`src/rtl/explo_shell_seq.sv`:
```
// Sound-control sequencer: turns CPU writes into timed shell/explosion enable
// windows with retrigger, hold-off and master sound-enable gating.
module explo_shell_seq #(
  parameter int unsigned SHELL_TICKS   = 48,
  parameter int unsigned EXPLO_TICKS   = 192,
  parameter int unsigned HOLDOFF_TICKS = 16
) (
  input  logic       clk,
  input  logic       reset_n,
  input  logic       clk_24KHz_en,
  input  logic       cpu_wr,
  input  logic [7:0] cpu_data,
  output logic       sound_enable,
  output logic       shell_en,
  output logic       shell_ls,
  output logic       explo_en,
  output logic       explo_ls
);

  typedef enum logic [1:0] {
    IDLE    = 2'd0,
    ACTIVE  = 2'd1,
    HOLDOFF = 2'd2
  } state_e;

  typedef struct packed {
    state_e      st;
    logic [15:0] cnt;
    logic        pend;
    logic        pend_ls;
    logic        ls;
    logic        en;
  } chan_t;

  localparam logic [15:0] SHELL_W = 16'(SHELL_TICKS);
  localparam logic [15:0] EXPLO_W = 16'(EXPLO_TICKS);
  localparam logic [15:0] HOLD_W  = 16'(HOLDOFF_TICKS);

  logic [7:0] last_wr_q, last_wr_d;
  logic       sound_enable_q, sound_enable_d;
  logic       shell_trig, explo_trig;
  chan_t      sh_q, sh_d, ex_q, ex_d;
  logic       unused_bits;

  assign unused_bits = &{1'b0, cpu_data[7:6], cpu_data[4], last_wr_q[7:4], last_wr_q[1:0]};

  // One channel step. A trigger always outranks a coincident tick; in
  // hold-off the trigger only arms the pending restart, so the gap is never
  // shortened or stretched.
  function automatic chan_t chan_next(input chan_t       cur,
                                      input logic        trg,
                                      input logic        tls,
                                      input logic        tick,
                                      input logic        master_en,
                                      input logic [15:0] win);
    chan_t nx;
    nx = cur;
    if (!master_en) begin
      nx.st   = IDLE;
      nx.cnt  = '0;
      nx.pend = 1'b0;
    end else begin
      case (cur.st)
        IDLE: begin
          if (trg) begin
            nx.st  = ACTIVE;
            nx.cnt = win;
            nx.ls  = tls;
          end
        end
        ACTIVE: begin
          if (trg) begin
            nx.cnt = win;
            nx.ls  = tls;
          end else if (tick) begin
            if (cur.cnt == 16'd1) begin
              nx.st  = HOLDOFF;
              nx.cnt = HOLD_W;
            end else if (cur.cnt >= 16'd2) begin
              nx.cnt = cur.cnt - 16'd1;
            end
          end
        end
        HOLDOFF: begin
          if (trg) begin
            nx.pend    = 1'b1;
            nx.pend_ls = tls;
          end
          if (tick) begin
            if (cur.cnt == 16'd1) begin
              if (nx.pend) begin
                nx.st   = ACTIVE;
                nx.cnt  = win;
                nx.ls   = nx.pend_ls;
                nx.pend = 1'b0;
              end else begin
                nx.st  = IDLE;
                nx.cnt = '0;
              end
            end else if (cur.cnt >= 16'd2) begin
              nx.cnt = cur.cnt - 16'd1;
            end
          end
        end
        default: begin
          nx.st   = IDLE;
          nx.cnt  = '0;
          nx.pend = 1'b0;
        end
      endcase
    end
    nx.en = (nx.st == ACTIVE);
    return nx;
  endfunction

  // The D5 of the current write governs this very cycle, so a disabling
  // write kills both windows at the same edge that clears sound_enable.
  always_comb begin
    last_wr_d      = cpu_wr ? cpu_data    : last_wr_q;
    sound_enable_d = cpu_wr ? cpu_data[5] : sound_enable_q;
    shell_trig     = cpu_wr & cpu_data[5] & cpu_data[2] & ~last_wr_q[2];
    explo_trig     = cpu_wr & cpu_data[5] & cpu_data[3] & ~last_wr_q[3];
    sh_d = chan_next(sh_q, shell_trig, cpu_data[0], clk_24KHz_en, sound_enable_d, SHELL_W);
    ex_d = chan_next(ex_q, explo_trig, cpu_data[1], clk_24KHz_en, sound_enable_d, EXPLO_W);
  end

  always_ff @(posedge clk or negedge reset_n) begin
    if (!reset_n) begin
      last_wr_q      <= '0;
      sound_enable_q <= 1'b0;
      sh_q           <= '0;
      ex_q           <= '0;
    end else begin
      last_wr_q      <= last_wr_d;
      sound_enable_q <= sound_enable_d;
      sh_q           <= sh_d;
      ex_q           <= ex_d;
    end
  end

  assign sound_enable = sound_enable_q;
  assign shell_en     = sh_q.en;
  assign shell_ls     = sh_q.ls;
  assign explo_en     = ex_q.en;
  assign explo_ls     = ex_q.ls;

endmodule

```
`config.mk`:
```
export PLATFORM = sky130hd
export DESIGN_NAME = explo_shell_seq
export DESIGN_NICKNAME = d
export VERILOG_FILES = /design/src/rtl/explo_shell_seq.sv
export SDC_FILE = /design/constraint.sdc
export NUM_CORES = 1
export LEC_CHECK = 0
export ABC_AREA = 1
export CAP_MARGIN = 20
export CORE_MARGIN = 2
export CORE_UTILIZATION = 39
export CTS_CLUSTER_SIZE = 28
export DETAILED_ROUTE_END_ITERATION = 6
export HOLD_SLACK_MARGIN = 0.05
export SLEW_MARGIN = 30
export SYNTH_ARGS = -nofsm -noshare
export SYNTH_HDL_FRONTEND = slang
export SYNTH_SLANG_ARGS = --single-unit
```
`constraint.sdc`:
```
create_clock -name clk -period 1.9 [get_ports clk]
set_clock_uncertainty 0.05 [all_clocks]
set_input_delay 0.38 -clock clk [delete_from_list [all_inputs] [get_ports clk]]
set_output_delay 0.38 -clock clk [all_outputs]
set_load 0.01 [all_outputs]
```
Word-level counts from Yosys, hierarchy flattened. Cells that the tools add are included.

Logic and storage cells: 108. Input bits: 12. Output and inout port bits: 5. Register bits: 49.

Add/sub/neg operators: 2. Mux-type cells: 47. Equal/unequal tests: 24. Magnitude comparators: 2. Bitwise operators: 7. Reductions and logical operators: 12.

Operator list (count): $mux W16 (8); $pmux W18 S3 (2); $mux W19 (4); $mux W18 (4); $mux W17 (2); $eq A16 B1 Y1 const B (2); $ge A16 B2 Y1 const B (2); $sub A16 B1 Y16 const B (2); $mux W2 (12); $ne A2 B2 Y1 const B (8); $ne A3 B3 Y1 const B (4); $reduce_and A6 Y1 (2); $mux W1 (11); $eq A2 B1 Y1 const B (4); $ne A4 B4 Y1 const B (2); $pmux W1 S2 (4); $reduce_and A3 Y1 (2); $and A1 B1 Y1 (5); $eq A2 B2 Y1 const B (2); $logic_not A2 Y1 (2); $ne A2 B1 Y1 const B (2); $reduce_and A2 Y1 (2); $reduce_bool A2 Y1 (2); $reduce_or A2 Y1 (2); $not A1 Y1 (2).

Longest topological paths before layout.
Depth in word-level cells: 12. Depth in mapped cells: 13. Depth with buffers taken out: 12.

Worst setup path after synthesis. OpenSTA, ideal clock, no wires.

Path type: reg2reg. Start point: reg sh_q[4] in the netlist's numbering. End point: reg sh_q[7] in the netlist's numbering. Arrival: 1510 ps. Stages on the path, launching flop included: 11. Path buffers: 0. Setup time: 122 ps. Period minus slack after synthesis: 1682 ps. Required time: 1728 ps. Path slack: 218 ps. Path through: dfrtp_1 -> inv_1 -> ha_1 -> nor2_1 -> and2_1 -> nand3_1 -> inv_2 -> nor2_8 -> inv_2 -> nor3_1 -> nor2_1.

Cells in the longest elaborated chain, start to end: 7. Elaborated cells between the ends (all ways): 11. Classes of those cells: add/sub (1); order compare (1); eq/ne (1); mux (8).

RTL lines: from (decl) (line 42) `chan_t sh_q, sh_d, ex_q, ex_d;`; from (signal assigned) (line 131) `sh_q <= '0;`; from (signal assigned) (line 136) `sh_q <= sh_d;`; $sub A16 B1 Y16 / $ge A16 B2 Y1 (equally long branches); $mux W16 (line 79, 100); $mux W16 (line 76) `if (cur.cnt == 16'd1) begin`; $mux W18 (line 75) `end else if (tick) begin`; $mux W16 (line 72) `if (trg) begin`; $pmux W18 S3 * (line 63) `case (cur.st)`; $mux W19 * (line 58) `if (!master_en) begin`.

Mark *: on every way between the ends. The rest lies on a longest branch, timed or not. The select of a mux whose other input is x is not followed. A chain may end at the register's enable or synchronous reset.

Worst setup path after layout.
Start point: reg sh_q[5] in the netlist's numbering. End point: reg sh_q[14] in the netlist's numbering.

The elaborated chain is that of the path after synthesis.

==> metrics.md <==
| Metric | Value |
|---|---|
| Seq cells post-synth | `47` |
| Htree depth | `2` |
| Worst IR drop on VDD | `0.6433 mV` |
| CP required | `2.04 ns` |
| Arrival @ worst endpoint | `1.96 ns` |
| Die W | `91.60 um` |
| Total GRT Usage | `18.12%` |
| Largest net degree at the start of global routing | `25` |
| Hold Vio Cnt, Final | `0` |
| Sequential power share | `24.1%` |
| Hpwl dp | `5376 um` |
| Nature of the critical path endpoint | `flip-flop` |
| DRT antenna net count | `0` |
| Fin nets | `501` |
| Relative slew slack | `76.43%` |
| Vias per inst | `4.893` |
| Grt ovf | `0` |
| Measured slew at the worst slew-check pin | `0.3503 ns` |
| Power share of the combinational group | `64.3%` |
| Worst setup SP type | `flip-flop` |
| Mapped Nets | `432` |
| Total die area | `8391 um^2` |
| Slew Limit Fails | `0` |
| Clock share of power | `11.6%` |
| Core ar. | `7331 um^2` |
| Post-synth EDFFs | `0` |
| Final setup violation count | `0` |
| I/O Buffers | `13` |
| Share of layout cells above drive strength 1 | `21.12%` |
| Area growth, synth to finish | `27.55%` |
| Post-Layout Cell Count | `582` |
| Top post-synthesis cells by area | `dfrtp_1 (39%), nand2_1 (12%), nor2_1 (8.2%)` |
| Syn_area_per_cell | `7.229 um^2` |
| Cell row count | `31` |
| Fin util | `52.07%` |
| Worst skew pair latency | `0.30 ns` |
| Period utilization | `96.06%` |
| Worst slack at placement | `-0.4033 ns` |
| Num CTS Buffers | `5` |
| Post-synth top area share | `39.30%` |
| Pwr Density | `1606 nW/um^2` |
| Cell at the slowest stage of the critical path | `dfrtp_1` |
| CTS tree | `yes` |
| Worst Hold Depth | `3` |
| Max clock buf depth | `2` |
| Int Power | `0.003199 W` |
| Setup CP Type | `flip-flop to flip-flop` |
| Crit path max fanout | `4` |
| Status | `completed` |
| RSZ-0062 raised after global routing | `yes` |
| Top post-synthesis cells by count | `nand2_1 (93), nor2_1 (65), inv_1 (51)` |
| R2R depth | `9` |
| Drt total wl | `7152 um` |
| Initial antenna violation count | `0` |
| Sw Pwr | `0.002931 W` |
| Worst path max stage delay | `0.42 ns` |
| Starting Density | `40.83%` |
| Final worst slack | `0.07487 ns` |
| N_diodes | `0` |
| Drt wl/cell | `12.29 um` |
| Clock transition at path regs | `0.08 ns` |
| Top-count cell post-synth | `nand2_1` |
| Async S/R FF share, synth | `100.0%` |
| Design area | `3817 um^2` |
| Net Sw Frac | `47.81%` |
| Fill cell count | `724` |
| Leakage power | `1.933 nW` |
| Yosys Warn Count | `0` |
| DRT iter0 DRCs | `100` |
| Synth Cell Area | `2993 um^2` |
| Via count | `2848` |
| Final critical-path required period | `1.825 ns` |
| CTS Root Cell | `clkbuf_8` |
| Placed inst area | `3553 um^2` |
| Most used DFF post-synth | `dfrtp_1` |
| DRC violations left | `0` |
| IO Pins | `17` |
| Placed cells | `567` |
| First-pass GRT wire length | `12570 um` |
| Cell variety after synth | `38` |
| Hold WC Path Type | `input port to flip-flop` |
| Worst path cell trace | `inv_2 > ha_2 > nand2_2 > nor3_4 > nand2_2 > nor3_4 > nand2_1 > xor2_1 > nor2_1` |
| Clk sink count | `47` |
| Register area share after synthesis | `39.30%` |
| Synth area leader | `dfrtp_1` |
| Final GP Congestion | `0.8481` |
| Fmax | `547.9 MHz` |
| Vias in the first global route | `2778` |
| Drt first pass iters | `4` |
| Max-Cap Viols | `0` |
| Synth Instances | `414` |
| Die height | `91.60 um` |
through the flow:
stage          setup TNS (ns)  hold slack [ns]  power (W)
2_1_floorplan               0          0.03441   0.003990
3_3_place_gp           -11.24           0.3409   0.004916
3_5_place_dp           -11.90           0.3479   0.004980
4_1_cts                     0           0.4446   0.005734
5_1_grt               -0.4219           0.3684   0.006800
6_report                    0           0.3610   0.006131
cells by family after synthesis:
kind of cell	count (synthesis)	synth area share [%]
flops	47	39.30
fa+ha+maj	6	2.508
xor+xnor	11	3.219
mux	2	0.6689
simple gates	223	34.41
compound gates	64	11.83
buf+inv	61	8.069
timing repair:
item                                    4_1_cts  5_1_grt
endpoints found under the setup margin       23       33
gates cloned                                  0        1
hold buffers                                  1        0
setup buffers                                 0        6
hold endpoints to repair                     47        0
resized for setup                             2       28
pin swaps                                     0       11
state kept, by name (all words and copies together) (netlist names):
signal and count:
ex_q 20, sh_q 20, last_wr_q 2, explo_en 1
explo_ls 1, shell_en 1, shell_ls 1, sound_enable 1
path summary, 6_finish.rpt:
path,slack (ns),to,from
min in group asynchronous,0.55,sound_enable,reset_n
max in group asynchronous,0.96,ex_q[5],reset_n
hold reg to reg,0.44,ex_q[2],ex_q[2]
setup / recovery,0.07,sh_q[14],sh_q[5]
hold / removal,0.36,last_wr_q[3],cpu_data[3]
setup reg to reg,0.07,sh_q[14],sh_q[5]
cell type report:
class | count | area (um^2) | area share, %
multi-input cells | 307 | 1675 | 43.89
flip-flops and latches | 47 | 1177 | 30.84
repair buffers | 64 | 515.5 | 13.50
inverters | 58 | 222.7 | 5.834
well taps | 99 | 123.9 | 3.245
clock buffers | 6 | 72.57 | 1.901
clock inverters | 1 | 30.03 | 0.7866
power groups by stage:
| stage | logic [W] | clock network [W] | registers [W] |
|---|---|---|---|
| after CTS | 0.00354 | 0.000739 | 0.00146 |
| after floorplan | 0.00253 | 0 | 0.00146 |
| after global routing | 0.00450 | 0.000784 | 0.00151 |
| final | 0.00394 | 0.000713 | 0.00147 |
| after detailed placement | 0.00351 | 0 | 0.00147 |
| after global placement | 0.00345 | 0 | 0.00146 |
layout by cell type, fill, tap and decap left out, types with 2 or more instances in the layout:
cell	count
xnor2_1	2
dlymetal6s2s_1	2
nor2_4	4
o21ai_0	30
nand2_1	89
inv_4	2
nor2_2	6
nor3_4	2
clkbuf_8	5
clkdlybuf4s50_1	9
nor3_2	5
o21ai_1	9
a31oi_1	2
nand3_1	16
buf_4	50
nand4_4	2
nand4_1	15
nor2_1	61
nand2_4	2
nor3_1	5
ha_1	5
nor4_1	2
nor3b_1	2
xor2_1	9
mux2i_1	2
nand3_2	3
o21a_1	2
a21oi_1	16
nand2_2	6
dfrtp_1	46
inv_2	7
inv_1	49
layer usage:
layer	track usage (%)	part of all wire (%)	wire [um]	up-vias
li1	-	-	-	1484
met1	24.88	49	3538	1324
met2	29.78	47	3352	34
met3	3.154	2.8	197	6
met4	4.040	0.88	63	0
met5	0	0	0	-
worst max-delay path, delay by kind of cell, from the launching register on:
| kind | cells | cell delay (ns) |
|---|---|---|
| buffers and inverters | 1 | 0.07 |
| XOR/XNOR | 1 | 0.14 |
| adder cells (fa/ha/maj) | 1 | 0.18 |
| flip-flops | 1 | 0.42 |
| AND/OR/NAND/NOR | 6 | 0.86 |
Power figures use the tool's default switching activity.
